<file path="config.mk">
export PLATFORM = sky130hd
export DESIGN_NAME = microwave_timer
export DESIGN_NICKNAME = d
export VERILOG_FILES = /design/src/rtl/microwave_timer.sv
export SDC_FILE = /design/constraint.sdc
export NUM_CORES = 1
export LEC_CHECK = 0
export CAP_MARGIN = 0
export CELL_PAD_IN_SITES_DETAIL_PLACEMENT = 1
export CELL_PAD_IN_SITES_GLOBAL_PLACEMENT = 2
export CORE_MARGIN = 2
export CORE_UTILIZATION = 28
export DETAILED_ROUTE_END_ITERATION = 12
export GPL_TIMING_DRIVEN = 0
export PLACE_DENSITY = 0.71
export SLEW_MARGIN = 5
export SYNTH_ARGS = -nofsm -noshare
export SYNTH_HDL_FRONTEND = slang
export SYNTH_SLANG_ARGS = --single-unit
</file>
<file path="constraint.sdc">
create_clock -name clock_in -period 5.2 [get_ports clock_in]
set_input_delay 1.3 -clock clock_in [delete_from_list [all_inputs] [get_ports clock_in]]
set_output_delay 1.3 -clock clock_in [all_outputs]
set_load 0.03 [all_outputs]
</file>
<file path="src/rtl/microwave_timer.sv">
// microwave_timer: MM:SS keypad-entry countdown controller for the microwave
// front panel. One rising edge of the slow tick square wave counts as one
// second. Handles start/pause/resume/cancel and a fixed-length end-of-cook beep.
//
// Ports:
//   clock_in        system clock, rising edge
//   reset_n         asynchronous active-low reset
//   tick_in         slow tick square wave, asynchronous to clock_in
//   key_valid       1-cycle pulse qualifying key_digit (0-9 accepted)
//   key_digit[3:0]  keypad digit
//   start/stop/clear 1-cycle command pulses
//   door_open       level, high while the door is open
//   min_tens, min_ones, sec_tens, sec_ones [3:0]  registered BCD display digits
//   heating         registered magnetron enable (RUN only)
//   beep            registered buzzer enable (DONE only)
//   state[1:0]      IDLE=0, RUN=1, PAUSE=2, DONE=3
module microwave_timer #(
    parameter int unsigned BEEP_TICKS = 3
) (
    input  logic       clock_in,
    input  logic       reset_n,
    input  logic       tick_in,
    input  logic       key_valid,
    input  logic [3:0] key_digit,
    input  logic       start,
    input  logic       stop,
    input  logic       clear,
    input  logic       door_open,
    output logic [3:0] min_tens,
    output logic [3:0] min_ones,
    output logic [3:0] sec_tens,
    output logic [3:0] sec_ones,
    output logic       heating,
    output logic       beep,
    output logic [1:0] state
);

    localparam int unsigned CNT_W = (BEEP_TICKS < 2) ? 1 : $clog2(BEEP_TICKS + 1);

    typedef enum logic [1:0] {
        S_IDLE  = 2'd0,
        S_RUN   = 2'd1,
        S_PAUSE = 2'd2,
        S_DONE  = 2'd3
    } state_t;

    state_t             r_state, w_next_state;
    logic [3:0]         r_min_tens, r_min_ones, r_sec_tens, r_sec_ones;
    logic [3:0]         w_nxt_mt, w_nxt_mo, w_nxt_st, w_nxt_so;
    logic [3:0]         w_dec_mt, w_dec_mo, w_dec_st, w_dec_so;
    logic               w_dec_zero;
    logic [CNT_W-1:0]   r_beep_cnt, w_beep_cnt_nxt;
    logic               r_heating, r_beep;
    logic               r_s1, r_s2, r_prev;
    logic               w_tick_pulse;
    logic               w_hold;
    logic               w_entry_nz;

    // Tick synchronizer and rising-edge detect
    always_ff @(posedge clock_in or negedge reset_n) begin
        if (!reset_n) begin
            r_s1   <= 1'b0;
            r_s2   <= 1'b0;
            r_prev <= 1'b0;
        end else begin
            r_s1   <= tick_in;
            r_s2   <= r_s1;
            r_prev <= r_s2;
        end
    end

    assign w_tick_pulse = r_s2 & ~r_prev;
    assign w_hold       = stop | door_open;
    assign w_entry_nz   = ({r_min_tens, r_min_ones, r_sec_tens, r_sec_ones} != 16'h0000);

    // One-second decrement; seconds above 59 are counted down literally
    always_comb begin
        w_dec_mt = r_min_tens;
        w_dec_mo = r_min_ones;
        w_dec_st = r_sec_tens;
        w_dec_so = r_sec_ones;
        if (r_sec_ones != 4'd0) begin
            w_dec_so = r_sec_ones - 4'd1;
        end else if (r_sec_tens != 4'd0) begin
            w_dec_st = r_sec_tens - 4'd1;
            w_dec_so = 4'd9;
        end else if ({r_min_tens, r_min_ones} != 8'h00) begin
            if (r_min_ones != 4'd0) begin
                w_dec_mo = r_min_ones - 4'd1;
            end else begin
                w_dec_mt = r_min_tens - 4'd1;
                w_dec_mo = 4'd9;
            end
            w_dec_st = 4'd5;
            w_dec_so = 4'd9;
        end
        w_dec_zero = ({w_dec_mt, w_dec_mo, w_dec_st, w_dec_so} == 16'h0000);
    end

    // Next-state and next-data; the highest-priority event present owns the cycle
    always_comb begin
        w_next_state   = r_state;
        w_nxt_mt       = r_min_tens;
        w_nxt_mo       = r_min_ones;
        w_nxt_st       = r_sec_tens;
        w_nxt_so       = r_sec_ones;
        w_beep_cnt_nxt = r_beep_cnt;
        if (clear) begin
            w_next_state = S_IDLE;
            w_nxt_mt     = 4'd0;
            w_nxt_mo     = 4'd0;
            w_nxt_st     = 4'd0;
            w_nxt_so     = 4'd0;
        end else begin
            case (r_state)
                S_IDLE: begin
                    if (w_hold) begin
                        w_next_state = S_IDLE;
                    end else if (start) begin
                        if (w_entry_nz) w_next_state = S_RUN;
                    end else if (key_valid && (key_digit <= 4'd9)) begin
                        w_nxt_mt = r_min_ones;
                        w_nxt_mo = r_sec_tens;
                        w_nxt_st = r_sec_ones;
                        w_nxt_so = key_digit;
                    end
                end
                S_RUN: begin
                    if (w_hold) begin
                        w_next_state = S_PAUSE;
                    end else if (start || key_valid) begin
                        w_next_state = S_RUN;
                    end else if (w_tick_pulse) begin
                        w_nxt_mt = w_dec_mt;
                        w_nxt_mo = w_dec_mo;
                        w_nxt_st = w_dec_st;
                        w_nxt_so = w_dec_so;
                        if (w_dec_zero) begin
                            w_next_state   = S_DONE;
                            w_beep_cnt_nxt = CNT_W'(0);
                        end
                    end
                end
                S_PAUSE: begin
                    if (!w_hold && start) w_next_state = S_RUN;
                end
                S_DONE: begin
                    if (w_hold || start || key_valid) begin
                        w_next_state = S_IDLE;
                    end else if (w_tick_pulse) begin
                        w_beep_cnt_nxt = r_beep_cnt + CNT_W'(1);
                        if ((r_beep_cnt + CNT_W'(1)) == CNT_W'(BEEP_TICKS))
                            w_next_state = S_IDLE;
                    end
                end
                default: w_next_state = S_IDLE;
            endcase
        end
    end

    // State, digit and output registers
    always_ff @(posedge clock_in or negedge reset_n) begin
        if (!reset_n) begin
            r_state    <= S_IDLE;
            r_min_tens <= 4'd0;
            r_min_ones <= 4'd0;
            r_sec_tens <= 4'd0;
            r_sec_ones <= 4'd0;
            r_beep_cnt <= CNT_W'(0);
            r_heating  <= 1'b0;
            r_beep     <= 1'b0;
        end else begin
            r_state    <= w_next_state;
            r_min_tens <= w_nxt_mt;
            r_min_ones <= w_nxt_mo;
            r_sec_tens <= w_nxt_st;
            r_sec_ones <= w_nxt_so;
            r_beep_cnt <= w_beep_cnt_nxt;
            r_heating  <= (w_next_state == S_RUN);
            r_beep     <= (w_next_state == S_DONE);
        end
    end

    assign min_tens = r_min_tens;
    assign min_ones = r_min_ones;
    assign sec_tens = r_sec_tens;
    assign sec_ones = r_sec_ones;
    assign heating  = r_heating;
    assign beep     = r_beep;
    assign state    = r_state;

endmodule
</file>
==> impl_metrics.env, run 1 <==
export IMPL_outcome="finished clean"
export IMPL_synthCells=224
export IMPL_syn_avg_cell_area_um2=8.29
export IMPL_final_hold_violation_count=0
export IMPL_insertion_delay_ns=0.29
export IMPL_finalWirelength_um=6160
export IMPL_grt_max_degree=26
export IMPL_htreeDepth=1
export IMPL_ys_types=51
export IMPL_pin_count=32
export IMPL_io_buffers=31
export IMPL_vias=1882
export IMPL_ir_worst_vdd_mv=0.0944
export IMPL_clockBufferDepth=2
export IMPL_drtAntennaViolNets=0
export IMPL_cp_end_kind="flop"
export IMPL_die_area_um2=7300
export IMPL_ys_ff_latch=25
export IMPL_nFillCells=778
export IMPL_ys_async_sr_fraction=1.00
export IMPL_dp_hpwl_um=4500
export IMPL_first_pass_iters=4
export IMPL_postCtsSetupBuffers=0
export IMPL_grt_pass1_vias=1925
export IMPL_vias_per_cell=5.60
export IMPL_place_congestion=0.874
export IMPL_cp_cell_sequence="clkdlybuf4s50_1 -> or3b_1 -> a2bb2oi_1 -> nor4_1 -> o21ai_0 -> a21oi_1 -> nor2_1"
export IMPL_p_leak_nw=0.952
export IMPL_drive_gt1_frac=0.0772
export IMPL_maxCapViolations=0
export IMPL_grt_use_total=0.177
export IMPL_utilization=0.361
export IMPL_cp_required_ns=5.36
export IMPL_synth_edf_count=0
export IMPL_grt_pass1_wl_um=10100
export IMPL_fin_skew_ns=0.00562
export IMPL_syn_area_um2=1860
export IMPL_initial_core_util=0.291
export IMPL_die_height_um=85.5
export IMPL_cp_top_family="simple AND/OR/NAND/NOR gates"
export IMPL_num_nets_final=279
export IMPL_max_stage_delay_ns=0.92
export IMPL_yosys_warnings=0
export IMPL_die_w_um=85.5
export IMPL_maxSlewHeadroom=0.187
export IMPL_fmax_ghz=0.275
export IMPL_root_buffer="clkbuf_8"
export IMPL_critPathLaunchType="input port"
export IMPL_drt_iter0_drc=125
export IMPL_worst_setup_path_type="input port to flop"
export IMPL_cts_buffers=3
export IMPL_fin_tns_setup_ns=0
export IMPL_cp_slowest_cell="nor4_1"
export IMPL_antenna_found_initial=0
export IMPL_antennaDiodeCount=0
export IMPL_cts_resized=0
export IMPL_power_density_nw_per_um2=202
export IMPL_tightest_slew_ns=1.21
export IMPL_grt_overflow=0
export IMPL_drt_wirelength_per_cell_um=18.3
export IMPL_cp_max_fo=5
export IMPL_synth_fp_nets=243
export IMPL_cts_hold_buf=0
export IMPL_final_min_clock_period_ns=3.64
export IMPL_ys_seq_area_frac=0.337
export IMPL_cts_clk_slew_worst_paths_ns=0.11
export IMPL_min_period_over_period=0.700
export IMPL_final_common_cell="nor2_1"
export IMPL_synth_ff_type="dfrtp_1"
export IMPL_path_buf_inv=1
export IMPL_hold_class="flop to flop"
export IMPL_critPathArrivalTime_ns=3.79
export IMPL_rsz0062_at_grt="false"
export IMPL_clock_sinks=25
export IMPL_syn2layout_area_growth_pct=24.1
export IMPL_coreArea_um2=6390
export IMPL_drc=0
export IMPL_num_rows=29
export IMPL_finalSetupViolations=0
export IMPL_cts_tree="yes"
export IMPL_final_cell_mix="nor2_1, clkdlybuf4s50_1, dfrtp_1"
export IMPL_slew_violations=0
==> power by group <==
part | internal (W) | leakage [nW] | switching (W)
clock | 0.0000541 | 0.0255 | 0.0000760
sequential | 0.000200 | 0.331 | 0.00000587
combinational | 0.0000487 | 0.596 | 0.0000814
==> metal layers <==
metal | global-route usage | up-vias | wire length, um
li1 | - | 901 | -
met1 | 0.244 | 918 | 2890
met2 | 0.288 | 55 | 2850
met3 | 0.0331 | 8 | 354
met4 | 0.0375 | 0 | 76
met5 | 0 | - | 0
==> cell type report <==
| class | count | area [um^2] | share of cell area |
|---|---|---|---|
| multi-input combinational | 173 | 1120 | 0.487 |
| sequential | 25 | 626 | 0.271 |
| timing repair buffer | 31 | 305 | 0.132 |
| tap | 77 | 96.3 | 0.0418 |
| buffer | 15 | 67.6 | 0.0293 |
| clock buffer | 3 | 41.3 | 0.0179 |
| inverter | 11 | 41.3 | 0.0179 |
| clock inverter | 1 | 5.00 | 0.00217 |
==> through the flow <==
| stage | std cells | hold WS (ns) | area, um^2 | power (W) | worst slack (ns) |
|---|---|---|---|---|---|
| floorplan | 224 | 0.331 | 1860 | 0.000291 | 2.25 |
| global placement | 332 | 0.335 | 2260 | 0.000340 | 1.15 |
| detailed placement | 332 | 0.342 | 2260 | 0.000340 | 1.23 |
| CTS | 336 | 0.366 | 2310 | 0.000472 | 1.53 |
| global route | 336 | 0.367 | 2310 | 0.000490 | 1.34 |
| finish | 336 | 0.361 | 2310 | 0.000466 | 1.56 |
==> sequential cells by signal (all words and copies together), names as in the netlist <==
register / count
r_s1: 1
min_ones: 4
sec_ones: 4
r_beep_cnt: 2
heating: 1
beep: 1
r_s2: 1
sec_tens: 4
r_prev: 1
state: 2
min_tens: 4
==> final timing paths <==
path | from | cells past startpoint | slack, ns | endpoint
max | key_valid | 7 | 1.56 | min_tens[0]
min | r_s1 | 0 | 0.36 | r_s2
max reg2reg | sec_ones[0] | 8 | 1.85 | r_beep_cnt[1]
min reg2reg | r_s1 | 0 | 0.36 | r_s2
max in group asynchronous | reset_n | 1 | 3.79 | min_tens[1]
min in group asynchronous | reset_n | 1 | 1.01 | r_s2
==> cells by family after synthesis <==
logic type,Yosys count,synth area share
adder cells (fa/ha/maj),7,0.0471
flip-flops,25,0.337
AND/OR/NAND/NOR,99,0.299
multiplexers,5,0.0276
buffers and inverters,26,0.0586
AO/OA/AOI/OAI,62,0.231
==> worst register-to-register path, cell delays in order (launching register included) <==
cell	delay, ns
dfrtp_1	0.49
inv_1	0.17
ha_1	0.25
nor3b_2	0.66
nand4_1	0.43
a31oi_1	0.39
nand3_1	0.12
nor4b_1	0.57
o21ai_1	0.15
==> synthesized netlist by cell type, drive strengths merged, types with 5 or more instances <==
| cell type | count | area [um^2] |
|---|---|---|
| a21oi | 19 | 95.1 |
| ha | 7 | 87.6 |
| a211oi | 9 | 67.6 |
| nor2b | 5 | 31.3 |
| dfrtp | 25 | 626 |
| nand3 | 6 | 35.0 |
| nor2 | 39 | 146 |
| nor3 | 6 | 30.0 |
| o21ai | 5 | 25.0 |
| nand2 | 12 | 45.0 |
| clkbuf | 11 | 41.3 |
| nand4 | 6 | 37.5 |
| nor3b | 5 | 52.6 |
| inv | 11 | 41.3 |
| nor4 | 5 | 52.6 |
Note: power is estimated with default switching activity, not from simulation.
==> inputs of run 2 (changes only) <==
PLACE_DENSITY = 0.73   (was 0.71)
clock period = 3 ns   (was 5.2 ns; I/O delays follow)
==> run 2 against run 1 <==
- total power increased by 80%
- register-to-register slack got worse by 1.7 ns
- largest power group unchanged
- critical endpoint is now sec_tens[2]
- combinational power increased by 100%
- first-iteration DRC count decreased by 46%
- highest routed layer unchanged
==> impl_metrics.env, run 2 (synthesis gave the netlist of run 1 again) <==
export IMPL_dp_hpwl_um=4470
export IMPL_grt_use_total=0.176
export IMPL_insertion_delay_ns=0.28
export IMPL_drive_gt1_frac=0.150
export IMPL_antennaDiodeCount=0
export IMPL_num_rows=29
export IMPL_syn2layout_area_growth_pct=32.3
export IMPL_hold_class="flop to flop"
export IMPL_initial_core_util=0.291
export IMPL_rsz0062_at_grt="false"
export IMPL_utilization=0.385
export IMPL_drtAntennaViolNets=0
export IMPL_finalSetupViolations=0
export IMPL_cts_buffers=3
export IMPL_cp_required_ns=3.15
export IMPL_pin_count=32
export IMPL_final_cell_mix="nor2_1, clkdlybuf4s50_1, dfrtp_1"
export IMPL_slew_violations=0
export IMPL_hold_ws_ns=0.360
export IMPL_critPathLaunchType="input port"
export IMPL_antenna_found_initial=0
export IMPL_final_common_cell="nor2_1"
export IMPL_cts_clk_slew_worst_paths_ns=0.10
export IMPL_power_density_nw_per_um2=341
export IMPL_die_area_um2=7300
export IMPL_worst_setup_path_type="input port to flop"
export IMPL_drt_wirelength_per_cell_um=17.6
export IMPL_vias_per_cell=5.60
export IMPL_num_nets_final=287
export IMPL_min_period_over_period=0.946
export IMPL_die_w_um=85.5
export IMPL_htreeDepth=1
export IMPL_root_buffer="clkbuf_8"
export IMPL_p_leak_nw=1.01
export IMPL_grt_max_degree=26
export IMPL_final_min_clock_period_ns=2.84
export IMPL_tightest_slew_ns=0.762
export IMPL_finalWirelength_um=6070
export IMPL_clock_sinks=25
export IMPL_cp_end_kind="flop"
export IMPL_ir_worst_vdd_mv=0.127
export IMPL_die_height_um=85.5
export IMPL_grt_pass1_wl_um=10000
export IMPL_grt_overflow=0
export IMPL_drt_iter0_drc=67
export IMPL_place_congestion=0.882
export IMPL_clockBufferDepth=2
export IMPL_maxSlewHeadroom=0.486
export IMPL_cp_max_fo=10
export IMPL_first_pass_iters=4
export IMPL_fin_skew_ns=0.00681
export IMPL_critPathArrivalTime_ns=2.99
export IMPL_fmax_ghz=0.352
export IMPL_cts_hold_buf=0
export IMPL_vias=1926
export IMPL_drc=0
export IMPL_cts_tree="yes"
export IMPL_coreArea_um2=6390
export IMPL_outcome="finished clean"
export IMPL_grt_pass1_vias=1918
export IMPL_final_hold_violation_count=0
export IMPL_io_buffers=31
export IMPL_maxCapViolations=0
==> run 2: layout make-up <==
type	instances	area, um^2
timing repair buffer	39	365
buffer	15	67.6
inverter	11	41.3
clock inverter	1	5.00
clock buffer	3	41.3
sequential	25	629
tap	77	96.3
fill	789	3930
multi-input combinational	173	1210
==> run 2: through the flow <==
| stage | std cells | total power (W) | cell area (um^2) | setup TNS (ns) | setup WS (ns) |
|---|---|---|---|---|---|
| final | 344 | 0.000839 | 2460 | 0 | 0.162 |
| after global routing | 344 | 0.000887 | 2460 | 0 | 0.0243 |
| after CTS | 336 | 0.000826 | 2350 | 0 | 0.00286 |
| after detailed placement | 332 | 0.000589 | 2260 | -3.43 | -0.459 |
| after global placement | 332 | 0.000589 | 2260 | -3.98 | -0.543 |
| after floorplan | 224 | 0.000504 | 1860 | 0 | 0.316 |
==> run 2: layer usage <==
| metal | share of wire | vias up | track usage |
|---|---|---|---|
| li1 | - | 914 | - |
| met1 | 0.47 | 963 | 0.240 |
| met2 | 0.48 | 43 | 0.293 |
| met3 | 0.032 | 6 | 0.0282 |
| met4 | 0.0096 | 0 | 0.0361 |
| met5 | 0 | - | 0 |
==> run 2: path summary, 6_finish.rpt <==
check                      cells after the start        start             to  slack [ns]
setup / recovery                               8    key_valid    sec_tens[2]        0.16
hold / removal                                 0         r_s1           r_s2        0.36
setup reg to reg                               8  sec_tens[0]  r_beep_cnt[0]        0.19
hold reg to reg                                0         r_s1           r_s2        0.36
max in group asynchronous                      1      reset_n    sec_ones[1]        2.11
min in group asynchronous                      1      reset_n    sec_tens[2]        0.46
==> run 2: critical path: stages <==
cell and delay [ns]:
clkdlybuf4s50_1 0.43, or3b_1 0.41, a2bb2oi_1 0.17, or4_1 0.39, clkbuf_1 0.21, buf_2 0.25
a211oi_1 0.29, nor3_1 0.08
==> run 2: report_power, final <==
| group | internal [W] | switching [W] | total, W |
|---|---|---|---|
| logic | 0.000107 | 0.000156 | 0.000263 |
| registers | 0.000346 | 0.00000972 | 0.000356 |
| clock network | 0.0000936 | 0.000127 | 0.000221 |
| total | 0.000546 | 0.000293 | 0.000839 |
==> run 2: timing repair <==
action | in CTS | in global routing
pin swaps | 0 | 2
cloned | 0 | 0
buffers inserted | 0 | 8
endpoints found under the hold margin | 0 | 0
resized for setup | 6 | 13
setup endpoints to repair | 8 | 6
